[src/rtl/bennett_clock_seq.sv]
// Bennett power-clock sequencer: ramps PHASES phases up in order, holds at top, ramps down in
// reverse, then pulses instFlag. Define BENNETT_CLKN_EN to add the registered complement clkn.
module bennett_clock_seq #(
    parameter int unsigned PHASES      = 5,
    parameter int unsigned STEP_CYCLES = 1,
    parameter int unsigned HOLD_CYCLES = 2,
    parameter int unsigned CNT_W       = 16
) (
    input  logic                        clk,
    input  logic                        reset,
    input  logic                        en,
    input  logic                        stall,
    input  logic [$clog2(PHASES+1)-1:0] n_active,
    output logic [PHASES-1:0]           clkp,
    output logic                        instFlag,
    output logic                        busy,
`ifdef BENNETT_CLKN_EN
    output logic [PHASES-1:0]           clkn,
`endif
    output logic [CNT_W-1:0]            cyc_count
);

    localparam int unsigned IW = $clog2(PHASES + 1);
    localparam int unsigned SW = $clog2(STEP_CYCLES + 1);
    localparam int unsigned HW = $clog2(HOLD_CYCLES + 1);

    localparam logic [IW-1:0] PhasesN  = IW'(PHASES);
    localparam logic [SW-1:0] StepLast = SW'(STEP_CYCLES - 1);
    localparam logic [HW-1:0] HoldLast = HW'(HOLD_CYCLES - 1);

    typedef enum logic [2:0] {
        StIdle,
        StRise,
        StTop,
        StFall,
        StBottom
    } state_e;

    state_e          state;
    logic [IW-1:0]   n_lat;
    logic [IW-1:0]   n_clamp;
    // Number of phases currently high; the high set is always clkp[idx-1:0].
    logic [IW-1:0]   idx;
    logic [SW-1:0]   step_cnt;
    logic [HW-1:0]   hold_cnt;

    always_comb begin
        n_clamp = n_active;
        if (n_active == '0 || n_active > PhasesN) begin
            n_clamp = PhasesN;
        end
    end

    always_ff @(posedge clk or negedge reset) begin
        if (!reset) begin
            state     <= StIdle;
            n_lat     <= '0;
            idx       <= '0;
            step_cnt  <= '0;
            hold_cnt  <= '0;
            clkp      <= '0;
            instFlag  <= 1'b0;
            busy      <= 1'b0;
            cyc_count <= '0;
`ifdef BENNETT_CLKN_EN
            clkn      <= '1;
`endif
        end else begin
            instFlag <= 1'b0;
            unique case (state)
                StIdle: begin
                    if (en) begin
                        state    <= StRise;
                        n_lat    <= n_clamp;
                        idx      <= '0;
                        step_cnt <= '0;
                        busy     <= 1'b1;
                    end
                end

                StRise: begin
                    if (step_cnt == StepLast) begin
                        step_cnt <= '0;
                        clkp     <= {clkp[PHASES-2:0], 1'b1};
`ifdef BENNETT_CLKN_EN
                        clkn     <= ~{clkp[PHASES-2:0], 1'b1};
`endif
                        idx      <= idx + IW'(1);
                        if (idx == n_lat - IW'(1)) begin
                            state    <= StTop;
                            hold_cnt <= '0;
                        end
                    end else begin
                        step_cnt <= step_cnt + SW'(1);
                    end
                end

                StTop: begin
                    // Hold count saturates so a long stall leaves on the first edge it is low.
                    if (hold_cnt == HoldLast) begin
                        if (!stall) begin
                            state    <= StFall;
                            step_cnt <= '0;
                        end
                    end else begin
                        hold_cnt <= hold_cnt + HW'(1);
                    end
                end

                StFall: begin
                    if (step_cnt == StepLast) begin
                        step_cnt <= '0;
                        clkp     <= clkp >> 1;
`ifdef BENNETT_CLKN_EN
                        clkn     <= ~(clkp >> 1);
`endif
                        idx      <= idx - IW'(1);
                        if (idx == IW'(1)) begin
                            state     <= StBottom;
                            instFlag  <= 1'b1;
                            cyc_count <= cyc_count + CNT_W'(1);
                        end
                    end else begin
                        step_cnt <= step_cnt + SW'(1);
                    end
                end

                StBottom: begin
                    if (en) begin
                        state    <= StRise;
                        n_lat    <= n_clamp;
                        idx      <= '0;
                        step_cnt <= '0;
                    end else begin
                        state <= StIdle;
                        busy  <= 1'b0;
                    end
                end

                default: begin
                    state <= StIdle;
                    busy  <= 1'b0;
                end
            endcase
        end
    end

endmodule
[config.mk]
export PLATFORM = sky130hd
export DESIGN_NAME = bennett_clock_seq
export DESIGN_NICKNAME = d
export VERILOG_FILES = /design/src/rtl/bennett_clock_seq.sv
export SDC_FILE = /design/constraint.sdc
export NUM_CORES = 1
export LEC_CHECK = 0
export BUFFER_PORTS_ARGS = -buffer_cell sky130_fd_sc_hd__buf_2
export CAP_MARGIN = 10
export CORE_MARGIN = 2
export CORE_UTILIZATION = 58
export CTS_BUF_LIST = sky130_fd_sc_hd__clkbuf_8 sky130_fd_sc_hd__clkbuf_16
export CTS_CLUSTER_SIZE = 12
export DETAILED_ROUTE_END_ITERATION = 10
export GPL_ROUTABILITY_DRIVEN = 0
export PLACE_DENSITY = 0.79
export REMOVE_ABC_BUFFERS = 1
export SLEW_MARGIN = 20
export SYNTH_ARGS = -nofsm -noshare
export SYNTH_HDL_FRONTEND = slang
export SYNTH_SLANG_ARGS = --single-unit
[constraint.sdc]
create_clock -name clk -period 2.55 [get_ports clk]
set_input_delay 0.255 -clock clk [delete_from_list [all_inputs] [get_ports clk]]
set_output_delay 0.255 -clock clk [all_outputs]
set_load 0.02 [all_outputs]
==> key figures <==
STA
  – Fin. Hold Viols: 0
  – Final Max Tran Viols: 0
  – Setup TNS: 0 ns
  – Relative max-transition margin: 0.5119
  – Final min period: 2.026 ns
  – Skew final: 0.005376 ns
  – F_max: 493.6 MHz
  – Setup violators final: 0
  – RSZ-0062 raised after global routing: false
  – Fin crit share: 0.7944
  – Tightest Pin Transition: 0.7321 ns

Drt
  – First-pass DRT Iterations: 4
  – DR DRC count: 0
  – Vias: 1206
  – Vias per cell: 5.583
  – DR WL/cell: 13.71 µm
  – Iter 0 DRT Violations: 28
  – DRT antenna net count: 0
  – Final WL: 2.961 mm

Power and ir drop
  – Peak supply drop: 0.6325 mV
  – Sw Ratio: 0.3839
  – Logic gate share of total power: 0.379
  – Power density cells: 1070 mW/mm²
  – Overall power: 2040 µW
  – Sw power: 783.2 µW
  – P_int: 1257 µW
  – Clock group share of total power: 0.196
  – Pleak: 0.0009340 µW
  – Sequential share of power: 0.425

Logic synthesis
  – Synth Area in Compound Gates: 0.08289
  – Largest family of logic cells by synthesized area: simple AND/OR/NAND/NOR gates
  – Mux cell area share after synthesis: 0.03118
  – Simple logic cell fraction of the synthesized area: 0.1681
  – Sequential area share after synthesis: 0.5171
  – Seq cells post-synth: 34
  – Post-Syn Area: 0.001645 mm²
  – Xor and xnor fraction of the mapped netlist area: 0.1156
  – Post-Syn Area per Cell: 10.90 µm²
  – Post-synthesis adder-cell area fraction: 0.05171
  – Distinct cell type count after synthesis: 32
  – Gate Count Post-Synth: 151
  – Synth Warn #: 0

Critical path
  – Worst Path Buf+Inv: 0
  – Ordered list of cells on the worst path: nand3b_1 > nor3_1 > nand4_1 > xnor2_1
  – Critical-path top delay cell: dfrtp_1
  – Crit start category: flip-flop
  – Worst EP arrival: 2.19 ns
  – Crit-path leading delay family: simple AND/OR/NAND/NOR gates
  – CP max stage delay: 0.70 ns
  – Critical path class: reg2reg
  – Critical Path End Type: flip-flop
  – Critical Path RT: 2.72 ns
  – Crit path max fanout: 14

Die
  – Core Area: 0.002734 mm²
  – I/O pin cnt: 30
  – Die Area: 0.003279 mm²
  – Std cell rows: 19
  – Die W: 57.26 µm
  – Die H: 57.26 µm
  – Starting Density: 0.6018

Flow run
  – Max cap viols: 0

Clocking
  – CTS tree: done
  – Reg clk slew, reported paths: 0.07 ns
  – # Post-CTS Setup Buffers: 0
  – CTS resizes: 0
  – Hold buffer count at cts: 0
  – Clk buf depth: 2
  – Clock Tree Root: clkbuf_8
  – CTS H-tree depth: 2
  – Clock insertion delay at the later pin of the skew report: 0.28 ns
  – CTS Sinks: 34
  – TritonCTS buffer count: 5

Global routing
  – Overall routing resource usage: 0.2041
  – Number of global-route vias before repair: 1167
  – First-pass GRT wire length: 5.016 mm
  – Initial antenna violation count: 0
  – Largest net degree at the start of global routing: 35
  – Total gr overflow: 0

Min path
  – Hold WC Path Type: in2async

Place
  – # port buffers: 29
  – DP Wirelength: 2.058 mm

Layout
  – Inserted Diodes: 0
  – Register Area: 850.8 µm²
  – Layout net count: 197
  – Share of layout cells above drive strength 1: 0.2324
  – FILL cells: 203
  – P&R area growth vs syn: 15.89%
  – Area of the multi-input gates: 739.5 µm²

Status
  – Status: complete, no violations
[cells by family after synthesis]
family / Yosys count
compound gates: 24
xor+xnor: 20
fa+ha+maj: 7
buf+inv: 13
flops: 34
mux: 5
simple gates: 48
[power groups by stage]
stage	Clock, µW	Combinational (µW)	Sequential, µW
CTS	410	778	861
detailed placement	0	769	873
finish	400	774	867
global placement	0	744	858
floorplan	0	501	919
global route	434	864	887
[registers in the layout, indices dropped and copies added, names as in the netlist]
signal and flops:
busy 1, clkp 5, cyc_count 16, hold_cnt 2
idx 3, instFlag 1, n_lat 3, state 3
[cell type report]
type / count / share of cell area
repair buffers: 30 / 0.08005
well taps: 31 / 0.02034
multi-input cells: 104 / 0.3878
flip-flops and latches: 34 / 0.4462
clock buffers: 6 / 0.04331
clock inverters: 2 / 0.004593
inverters: 9 / 0.01772
[worst paths after layout]
path	start	endpoint	slack, ns	depth (start not counted)
setup / recovery	state[1]	cyc_count[13]	0.52	4
hold / removal	reset	cyc_count[9]	0.03	1
setup reg to reg	state[1]	cyc_count[13]	0.52	4
hold reg to reg	cyc_count[15]	cyc_count[15]	0.47	1
max in group asynchronous	reset	busy	2.05	1
min in group clk	n_active[0]	n_lat[0]	0.24	3
[routing by layer]
layer | vias to the layer above | wire (µm) | share of wire | GRT usage
met1 | 569 | 1341 | 0.45 | 0.2455
met5 | - | 0 | 0 | 0
met3 | 10 | 151 | 0.051 | 0.07029
met4 | 0 | 85 | 0.029 | 0.1063
met2 | 41 | 1383 | 0.47 | 0.3251
li1 | 586 | - | - | -
[worst register-to-register path, cell delays in order (launching register included)]
cell and delay [ns]:
dfrtp_1 0.70, nand3b_1 0.24, nor3_1 0.61, nand4_1 0.20
xnor2_1 0.17
[cell usage in the layout, fill, tap and decap left out, types with 2 or more instances in the layout]
cell type,synthesis,final
nor3_1,3,3
nand2b_1,4,4
clkbuf_8,0,6
nor2b_1,2,2
o22ai_1,4,4
nand3_1,2,2
and3_1,3,3
ha_1,6,6
dfrtp_1,34,34
nor2_1,8,8
nand2_1,10,10
xnor2_1,15,15
inv_1,9,10
xor2_1,4,4
mux2i_1,4,4
a21oi_1,6,6
nand3b_1,3,3
o21ai_0,11,11
nand4_1,8,8
buf_2,2,29
[metrics by stage]
| step | instance area [µm²] | cells | setup WS (ns) | utilization | hold slack [ns] |
|---|---|---|---|---|---|
| floorplan | 1624 | 147 | 0.8057 | - | -0.04059 |
| global placement | 1815 | 208 | 0.6827 | 0.6641 | 0.3445 |
| detailed placement | 1815 | 208 | 0.5878 | 0.6641 | 0.3592 |
| CTS | 1907 | 216 | 0.5820 | 0.6975 | 0.05027 |
| global route | 1907 | 216 | 0.3710 | 0.6975 | 0.08237 |
| finish | 1907 | 216 | 0.5242 | 0.6975 | 0.02725 |
[cell usage after synthesis]
master | number | share of area
or3_1 | 1 | 0.0038
dfrtp_1 | 34 | 0.52
o21ai_0 | 11 | 0.033
buf_2 | 2 | 0.0061
xor2_1 | 4 | 0.021
nor4_4 | 1 | 0.013
maj3_1 | 1 | 0.0061
nand2b_1 | 4 | 0.015
mux2i_1 | 4 | 0.024
o211ai_1 | 1 | 0.0046
xnor2_1 | 15 | 0.080
a41o_1 | 1 | 0.0061
xor3_1 | 1 | 0.014
nand2_1 | 10 | 0.023
or3_2 | 1 | 0.0046
mux2_2 | 1 | 0.0068
nor2_1 | 8 | 0.018
or4_4 | 1 | 0.0068
nor2b_1 | 2 | 0.0076
buf_4 | 1 | 0.0046
clkbuf_1 | 1 | 0.0023
nand3b_1 | 3 | 0.014
inv_1 | 9 | 0.021
a21oi_1 | 6 | 0.018
and3_1 | 3 | 0.011
nand4_1 | 8 | 0.030
nor3_1 | 3 | 0.0091
nand3_1 | 2 | 0.0061
nand2b_2 | 1 | 0.0053
ha_1 | 6 | 0.046
a21oi_2 | 1 | 0.0053
o22ai_1 | 4 | 0.015
Power figures use the tool's default switching activity.
